===== src/rtl/shift_pkg.sv =====
// Shared definitions for the iterative shift engine: shift codes,
// sequencer state encoding and default widths.
package shift_pkg;

    localparam int DFLT_WIDTH = 16;
    localparam int DFLT_AMT_W = 4;

    // Shift codes, identical to the single-step datapath shifter
    localparam logic [1:0] SH_PASS = 2'b00;
    localparam logic [1:0] SH_LSL  = 2'b01;
    localparam logic [1:0] SH_LSR  = 2'b10;
    localparam logic [1:0] SH_RS1  = 2'b11;

    typedef enum logic [1:0] {
        IDLE = 2'd0,
        RUN  = 2'd1,
        DONE = 2'd2
    } seq_state_t;

endpackage


===== src/rtl/shift_step.sv =====
// Combinational single-bit shifter. Each output bit selects its source
// neighbour by shift code; edge bits take the fill value instead.
module shift_step
    import shift_pkg::*;
#(
    parameter int WIDTH = shift_pkg::DFLT_WIDTH
) (
    input  logic [WIDTH-1:0] i_data,
    input  logic [1:0]       i_code,
    output logic [WIDTH-1:0] o_data
);

    genvar gi;
    generate
        for (gi = 0; gi < WIDTH; gi++) begin : g_bit
            logic w_from_lo;   // source for a left shift
            logic w_from_hi;   // source for a right shift

            if (gi == 0) begin : g_lo_edge
                assign w_from_lo = 1'b0;
            end else begin : g_lo_mid
                assign w_from_lo = i_data[gi-1];
            end

            if (gi == WIDTH-1) begin : g_hi_edge
                // MSB fill: 0 for logical right, 1 for the fill-one variant
                assign w_from_hi = (i_code == SH_RS1);
            end else begin : g_hi_mid
                assign w_from_hi = i_data[gi+1];
            end

            // Per-bit source select
            always_comb begin
                case (i_code)
                    SH_LSL:          o_data[gi] = w_from_lo;
                    SH_LSR, SH_RS1:  o_data[gi] = w_from_hi;
                    default:         o_data[gi] = i_data[gi];
                endcase
            end
        end
    endgenerate

endmodule


===== src/rtl/shift_sequencer.sv =====
// Iterative multi-bit shift engine: captures an operand, applies one
// single-bit step per clock and presents the result with a done pulse.
module shift_sequencer
    import shift_pkg::*;
#(
    parameter int WIDTH = shift_pkg::DFLT_WIDTH,
    parameter int AMT_W = shift_pkg::DFLT_AMT_W
) (
    input  logic             clk,
    input  logic             rst_n,
    input  logic             i_start,
    input  logic [WIDTH-1:0] i_in,
    input  logic [1:0]       i_shift,
    input  logic [AMT_W-1:0] i_amount,
    output logic             o_ready,
    output logic             o_done,
    output logic [WIDTH-1:0] o_sout
);

    seq_state_t       r_state, w_state_nxt;
    logic [WIDTH-1:0] r_acc,   w_acc_nxt;
    logic [AMT_W-1:0] r_rem,   w_rem_nxt;
    logic [1:0]       r_code,  w_code_nxt;
    logic [WIDTH-1:0] r_sout,  w_sout_nxt;
    logic [WIDTH-1:0] w_step;

    shift_step #(.WIDTH(WIDTH)) u_step (
        .i_data (r_acc),
        .i_code (r_code),
        .o_data (w_step)
    );

    // State and datapath registers; reset aborts any operation in flight
    always_ff @(posedge clk or negedge rst_n) begin
        if (!rst_n) begin
            r_state <= IDLE;
            r_acc   <= '0;
            r_rem   <= '0;
            r_code  <= SH_PASS;
            r_sout  <= '0;
        end else begin
            r_state <= w_state_nxt;
            r_acc   <= w_acc_nxt;
            r_rem   <= w_rem_nxt;
            r_code  <= w_code_nxt;
            r_sout  <= w_sout_nxt;
        end
    end

    // Next-state and datapath updates; sout only moves on entry to DONE
    always_comb begin
        w_state_nxt = r_state;
        w_acc_nxt   = r_acc;
        w_rem_nxt   = r_rem;
        w_code_nxt  = r_code;
        w_sout_nxt  = r_sout;
        case (r_state)
            IDLE, DONE: begin
                if (i_start) begin
                    w_acc_nxt  = i_in;
                    w_code_nxt = i_shift;
                    w_rem_nxt  = i_amount;
                    if (i_amount == '0 || i_shift == SH_PASS) begin
                        // Nothing to iterate: result is the operand itself
                        w_sout_nxt  = i_in;
                        w_state_nxt = DONE;
                    end else begin
                        w_state_nxt = RUN;
                    end
                end else begin
                    w_state_nxt = IDLE;
                end
            end
            RUN: begin
                // start is ignored here; the captured operation runs to completion
                w_acc_nxt = w_step;
                w_rem_nxt = r_rem - AMT_W'(1);
                if (r_rem == AMT_W'(1)) begin
                    w_sout_nxt  = w_step;
                    w_state_nxt = DONE;
                end
            end
            default: begin
                w_state_nxt = IDLE;
            end
        endcase
    end

    assign o_ready = (r_state != RUN);
    assign o_done  = (r_state == DONE);
    assign o_sout  = r_sout;

endmodule


===== config.mk =====
export PLATFORM = sky130hd
export DESIGN_NAME = shift_sequencer
export DESIGN_NICKNAME = d
export VERILOG_FILES = /design/src/rtl/shift_pkg.sv /design/src/rtl/shift_step.sv /design/src/rtl/shift_sequencer.sv
export SDC_FILE = /design/constraint.sdc
export NUM_CORES = 1
export LEC_CHECK = 0
export ABC_CLOCK_PERIOD_IN_PS = 5000
export BUFFER_PORTS_ARGS = -buffer_cell sky130_fd_sc_hd__buf_2
export CELL_PAD_IN_SITES_DETAIL_PLACEMENT = 1
export CELL_PAD_IN_SITES_GLOBAL_PLACEMENT = 1
export CORE_MARGIN = 2
export CORE_UTILIZATION = 47
export CTS_BUF_LIST = sky130_fd_sc_hd__clkbuf_4
export DETAILED_ROUTE_END_ITERATION = 10
export GPL_TIMING_DRIVEN = 0
export PLACE_DENSITY = 0.94
export SYNTH_ARGS = -nofsm -noshare
export SYNTH_HDL_FRONTEND = slang
export SYNTH_SLANG_ARGS = --single-unit

===== constraint.sdc =====
create_clock -name clk -period 5 [get_ports clk]
set_input_delay 0.5 -clock clk [delete_from_list [all_inputs] [get_ports clk]]
set_output_delay 0.5 -clock clk [all_outputs]
set_load 0.02 [all_outputs]

==> results.sh, run 1 <==
export IMPL_fin_nets=288
export IMPL_cts_hold_buffers=0
export IMPL_vias=1857
export IMPL_hold_viol_final=0
export IMPL_ys_ff_latch=40
export IMPL_clockBufferDepth=2
export IMPL_worstPathArrival_ns=1.65
export IMPL_min_path_type="input pin to asynchronous set/reset pin"
export IMPL_dp_hpwl_mm=4.14
export IMPL_die_area_mm2=0.00511
export IMPL_viasPerCell=5.91
export IMPL_max_freq_mhz=466
export IMPL_seq_area_frac_synth=0.468
export IMPL_ff2ff_setup_slack_ns=2.94
export IMPL_syn_avg_cell_area_um2=10.1
export IMPL_dr_wl_met3_um=271
export IMPL_top_layer_used="met4"
export IMPL_syn_inst=212
export IMPL_io_pins=43
export IMPL_finalWeightedCongestion=0.805
export IMPL_grt_pass1_vias=1996
export IMPL_status="completed"
export IMPL_ff_latch_area_mm2=0.00100
export IMPL_synth_nets=239
export IMPL_end_kind="output pin"
export IMPL_area_delta_synth_final_pct=15.5
export IMPL_syn_area_mm2=0.00214
export IMPL_worstPathRequired_ns=4.50
export IMPL_io_buffers=42
export IMPL_slew_viol_final=0
export IMPL_clk_latency_ns=0.37
export IMPL_drive_gt1_frac=0.305
export IMPL_antennaDiodeCount=0
export IMPL_worst_r2r_cell_count=5
export IMPL_root_buffer="clkbuf_4"
export IMPL_crit_type="register to output pin"
export IMPL_peakVddDrop_uv=293
export IMPL_rsz0062_at_grt="no"
export IMPL_drt_first_pass_iters=4
export IMPL_wl_per_cell_um=18.6
export IMPL_reg2reg_to="r_acc[14]"
export IMPL_cts_tree="done"
export IMPL_cts_sink_count=40
export IMPL_hold_slack_ns=0.244
export IMPL_power_density_mw_per_mm2=761
export IMPL_drv_cap=0
export IMPL_ys_warn_count=0
export IMPL_grt_overflow=0
export IMPL_wl_mm=5.84
export IMPL_clock_skew_ns=0.0114
export IMPL_final_period_utilization=0.429
export IMPL_multi_input_comb_area_mm2=0.00104
export IMPL_drc=0
export IMPL_cts_made_buffers=5
export IMPL_die_w_um=71.5
export IMPL_core_area_mm2=0.00438
export IMPL_detail_route_iter0_violations=122
export IMPL_die_y_um=71.5
export IMPL_r2r_start="r_state[0]"
export IMPL_track_usage=0.255
export IMPL_fin_tns_setup_ns=0
export IMPL_cts_max_level=2
export IMPL_p_leak_nw=1.15
export IMPL_fillers=527
export IMPL_grt_start_max_net_pins=41
export IMPL_grt_first_pass_wirelength_mm=9.96
export IMPL_ant_nets=0
export IMPL_synth_distinct_cells=32
export IMPL_rows=24
export IMPL_start_util=0.488
export IMPL_clk_pin_slew_worst_paths_ns=0.12
export IMPL_start_kind="register"
export IMPL_drt_met1_wl_mm=2.51
export IMPL_max_slew_margin=0.392
export IMPL_fin_crit_ns=2.15
export IMPL_dp_cells=306
export IMPL_postCtsSetupBuffers=0
export IMPL_worstPathMaxFanout=10
export IMPL_finalSetupViolCount=0
export IMPL_cts_resized=0
export IMPL_antenna_found_initial=0
export IMPL_wl_met2_mm=2.97
export IMPL_worstMarginPinSlew_ns=0.912
export IMPL_final_cells=314
[Yosys cell counts, drive strengths merged]
cell type | number | area [um2]
dfrtp | 40 | 1000
nand2 | 23 | 86.3
o21ai | 23 | 119
mux2 | 22 | 282
nor2 | 15 | 56.3
a21oi | 12 | 60.1
a221oi | 11 | 96.3
nor3 | 11 | 55.1
a21o | 10 | 75.1
clkbuf | 8 | 30.0
nor2b | 7 | 43.8
buf | 6 | 52.6
a211oi | 5 | 37.5
inv | 5 | 18.8
ha | 2 | 25.0
a22o | 1 | 17.5
a22oi | 1 | 7.51
a311oi | 1 | 8.76
and2b | 1 | 8.76
nand2b | 1 | 6.26
nand3 | 1 | 5.00
nor3b | 1 | 7.51
o21a | 1 | 7.51
o221ai | 1 | 8.76
o22ai | 1 | 6.26
or2 | 1 | 6.26
or4 | 1 | 11.3
[power breakdown]
group / total (mW) / switching, mW / leakage [nW] / internal (mW)
combinational: 1.08 / 0.626 / 0.646 / 0.455
clock: 0.175 / 0.110 / 0.0338 / 0.0650
sequential: 0.624 / 0.131 / 0.475 / 0.493
total: 1.88 / 0.867 / 1.15 / 1.01
[layout make-up]
cell class / count / share of cell area
plain buffers: 14 / 0.0334
clock buffers: 7 / 0.0213
clock inverters: 1 / 0.00152
inverters: 5 / 0.00759
multi-input cells: 153 / 0.420
flip-flops and latches: 40 / 0.405
well taps: 52 / 0.0263
repair buffers: 42 / 0.0851
[logic make-up (layout without fill, tap and decap cells)]
family | after synthesis | after routing | share of synthesized area
flip-flops | 40 | 40 | 0.468
multiplexers | 22 | 22 | 0.132
AO/OA/AOI/OAI | 67 | 67 | 0.208
buffers and inverters | 19 | 69 | 0.0474
adder cells (fa/ha/maj) | 2 | 2 | 0.0117
AND/OR/NAND/NOR | 62 | 62 | 0.134
[routing by layer]
| layer | up-vias | track usage |
|---|---|---|
| met4 | 0 | 0.0881 |
| met2 | 49 | 0.405 |
| met1 | 934 | 0.346 |
| li1 | 866 | - |
| met5 | - | 0 |
| met3 | 8 | 0.0591 |
[flip-flops by register name (all words and copies together) (netlist names)]
register,count
o_sout,16
r_acc,16
r_code,2
r_rem,4
r_state,2
[per-stage QoR]
step	setup slack [ns]	area (um2)	utilization	total power, mW
global route	2.78	2470	0.564	2.03
global placement	2.92	2410	0.551	1.63
CTS	2.85	2470	0.564	1.89
finish	2.85	2470	0.564	1.88
floorplan	3.12	2140	-	1.38
detailed placement	2.90	2410	0.551	1.70
[placed cells by master (no fill, tap or decap), drive strengths merged, types with 2 or more instances in the layout]
| master | instances |
|---|---|
| a221oi | 11 |
| nor2b | 7 |
| nor3 | 11 |
| a211oi | 5 |
| buf | 48 |
| ha | 2 |
| a21oi | 12 |
| mux2 | 22 |
| inv | 5 |
| dfrtp | 40 |
| a21o | 10 |
| clkbuf | 15 |
| o21ai | 23 |
| nor2 | 15 |
| nand2 | 23 |
[how the worst max path moves through the flow]
stage,endpoint,slack (ns),cells after the start,from
after floorplan,o_sout[10],3.12,6,i_amount[2]
after global placement,o_sout[6],2.92,7,i_amount[2]
after detailed placement,o_sout[6],2.90,7,i_amount[2]
after CTS,o_ready,2.85,4,r_state[0]
after global routing,o_ready,2.78,4,r_state[0]
final,o_ready,2.85,4,r_state[0]
[worst max-delay path, stage by stage, from the launching register on]
cell	delay [ns]
dfrtp_1	0.42
and2b_2	0.25
inv_1	0.14
buf_2	0.26
buf_2	0.21
(Power assumes the default switching activity.)
==> inputs of run 2 (changes only) <==
--- a/config.mk
+++ b/config.mk
@@ -5,16 +5,17 @@
 export SDC_FILE = /design/constraint.sdc
 export NUM_CORES = 1
 export LEC_CHECK = 0
-export ABC_CLOCK_PERIOD_IN_PS = 5000
+export ABC_AREA = 1
+export ABC_CLOCK_PERIOD_IN_PS = 1800
 export BUFFER_PORTS_ARGS = -buffer_cell sky130_fd_sc_hd__buf_2
 export CELL_PAD_IN_SITES_DETAIL_PLACEMENT = 1
 export CELL_PAD_IN_SITES_GLOBAL_PLACEMENT = 1
 export CORE_MARGIN = 2
-export CORE_UTILIZATION = 47
+export CORE_UTILIZATION = 37
 export CTS_BUF_LIST = sky130_fd_sc_hd__clkbuf_4
 export DETAILED_ROUTE_END_ITERATION = 10
 export GPL_TIMING_DRIVEN = 0
-export PLACE_DENSITY = 0.94
+export PLACE_DENSITY = 0.86
 export SYNTH_ARGS = -nofsm -noshare
 export SYNTH_HDL_FRONTEND = slang
 export SYNTH_SLANG_ARGS = --single-unit
==> constraint.sdc (replaced) <==
create_clock -name clk -period 1.8 [get_ports clk]
set_input_delay 0.18 -clock clk [delete_from_list [all_inputs] [get_ports clk]]
set_output_delay 0.18 -clock clk [all_outputs]
set_load 0.02 [all_outputs]
==> results.sh, run 2 <==
export IMPL_yosys_area_share_adder=0.0110
export IMPL_synth_simple_area_share=0.442
export IMPL_track_usage=0.203
export IMPL_slew_viol_final=0
export IMPL_crit_type="register to register"
export IMPL_die_w_um=82.4
export IMPL_fin_crit_ns=1.57
export IMPL_seq_area_frac_synth=0.440
export IMPL_ys_warn_count=0
export IMPL_peakVddDrop_uv=1040
export IMPL_grt_pass1_vias=2219
export IMPL_finalWeightedCongestion=0.781
export IMPL_io_pins=43
export IMPL_antenna_found_initial=0
export IMPL_ant_nets=0
export IMPL_drv_cap=0
export IMPL_clk_latency_ns=0.35
export IMPL_final_cell_mix="nand2_1 (154), nor2_1 (50), buf_2 (48)"
export IMPL_start_kind="register"
export IMPL_drive_gt1_frac=0.192
export IMPL_power_density_mw_per_mm2=2100
export IMPL_place_area_mm2=0.00258
export IMPL_drc=0
export IMPL_ys_ff_latch=40
export IMPL_synth_top_family_by_area="simple AND/OR/NAND/NOR gates"
export IMPL_synth_compound_area_frac=0.0363
export IMPL_final_period_utilization=0.870
export IMPL_dp_slack_ns=0.235
export IMPL_cts_hold_buffers=1
export IMPL_synth_distinct_cells=21
export IMPL_synth_nets=356
export IMPL_hold_slack_ns=0.0888
export IMPL_layout_setup_ws_ns=0.234
export IMPL_final_common_cell="nand2_1"
export IMPL_die_y_um=82.4
export IMPL_grt_start_max_net_pins=41
export IMPL_synth_edf_count=0
export IMPL_start_util=0.384
export IMPL_ys_top_cells_by_area="dfrtp_1 (44%), nand2_1 (25%), nor2_1 (8.2%)"
export IMPL_async_reset_ff_frac=1.00
export IMPL_worstPathArrival_ns=1.86
export IMPL_ys_flop_type="dfrtp_1"
export IMPL_antennaDiodeCount=0
export IMPL_synth_most_common_cell="nand2_1"
export IMPL_clk_pin_slew_worst_paths_ns=0.12
export IMPL_syn_avg_cell_area_um2=6.92
export IMPL_worstPathMaxFanout=10
export IMPL_clockBufferDepth=2
export IMPL_cts_resized=0
export IMPL_cts_made_buffers=5
export IMPL_fin_util=0.446
export IMPL_p_leak_nw=1.50
export IMPL_core_area_mm2=0.00592
export IMPL_drt_first_pass_iters=4
export IMPL_die_area_mm2=0.00679
export IMPL_syn_area_mm2=0.00228
export IMPL_synth_area_mux_share=0
export IMPL_cts_sink_count=40
export IMPL_cts_max_level=2
export IMPL_fin_nets=406
export IMPL_final_cell_area_mm2=0.00264
export IMPL_hold_viol_final=0
export IMPL_syn_inst=329
export IMPL_rsz0062_at_grt="no"
export IMPL_synth_xor_area_share=0.00385
export IMPL_end_kind="register"
export IMPL_dp_hpwl_mm=4.76
export IMPL_max_slew_margin=0.374
export IMPL_vias=2217
export IMPL_worstMarginPinSlew_ns=0.939
export IMPL_area_delta_synth_final_pct=16.1
export IMPL_wl_per_cell_um=13.9
export IMPL_root_buffer="clkbuf_4"
export IMPL_worstPathRequired_ns=2.10
export IMPL_detail_route_iter0_violations=96
export IMPL_wl_mm=6.31
export IMPL_clock_skew_ns=0.00945
export IMPL_cts_tree="done"
export IMPL_synth_top_area_share=0.440
export IMPL_grt_overflow=0
export IMPL_grt_first_pass_wirelength_mm=10.5
export IMPL_finalSetupViolCount=0
export IMPL_synth_common_cells="nand2_1 (154), nor2_1 (50), dfrtp_1 (40)"
export IMPL_min_path_type="input pin to register"
export IMPL_fin_tns_setup_ns=0
export IMPL_postCtsSetupBuffers=0
export IMPL_synth_area_leader_cell="dfrtp_1"
export IMPL_viasPerCell=4.87
export IMPL_status="completed"
export IMPL_rows=28
export IMPL_io_buffers=42
export IMPL_max_freq_mhz=638
run 2: stage by stage:
| stage | instances | power (mW) |
|---|---|---|
| final | 455 | 5.54 |
| after global routing | 455 | 6.12 |
| after CTS | 455 | 5.61 |
| after detailed placement | 446 | 5.14 |
| after global placement | 446 | 4.98 |
| after floorplan | 329 | 4.14 |
run 2: cell families after synthesis:
| logic type | Yosys count |
|---|---|
| adder cells (fa/ha/maj) | 2 |
| AO/OA/AOI/OAI | 13 |
| AND/OR/NAND/NOR | 245 |
| flip-flops | 40 |
| buffers and inverters | 28 |
| XOR/XNOR | 1 |
run 2: layout make-up:
type | instances | area, um2
Buffer | 15 | 101
Multi-Input combinational cell | 261 | 1120
Inverter | 13 | 51.3
Timing Repair Buffer | 43 | 220
Clock inverter | 3 | 13.8
Tap cell | 75 | 93.8
Fill cell | 832 | 3280
Sequential cell | 40 | 1000
Clock buffer | 5 | 37.5
run 2: routing by layer:
layer  vias up  global-route usage  part of all wire
met4         0              0.0433            0.0065
met1      1061               0.287              0.49
met2        35               0.330              0.47
met3         4              0.0304             0.030
met5         -                   0                 0
li1       1117                   -                 -
run 2: critical path, stage by stage, from the launching register on:
cell and delay [ns]:
dfrtp_1 0.38, buf_2 0.18, nor2_4 0.19, buf_4 0.20, nand2_1 0.06, nand2_1 0.05
nor2_1 0.03, nor2_1 0.21, nand3_1 0.12, nand2_1 0.08
run 2: final timing paths:
| kind | start | endpoint | slack [ns] | cells after the start |
|---|---|---|---|---|
| setup / recovery | r_code[0] | o_sout[6] | 0.23 | 9 |
| hold / removal | i_shift[1] | r_code[1] | 0.09 | 3 |
| setup reg to reg | r_code[0] | o_sout[6] | 0.23 | 9 |
| hold reg to reg | o_sout[9] | o_sout[9] | 0.50 | 2 |
| max in group asynchronous | rst_n | r_state[1] | 0.72 | 2 |
| min in group asynchronous | rst_n | o_sout[1] | 0.50 | 2 |
run 2: power by group:
group / internal [mW] / total [mW] / switching [mW]
logic: 1.13 / 3.37 / 2.24
registers: 1.37 / 1.72 / 0.353
clock network: 0.144 / 0.454 / 0.310
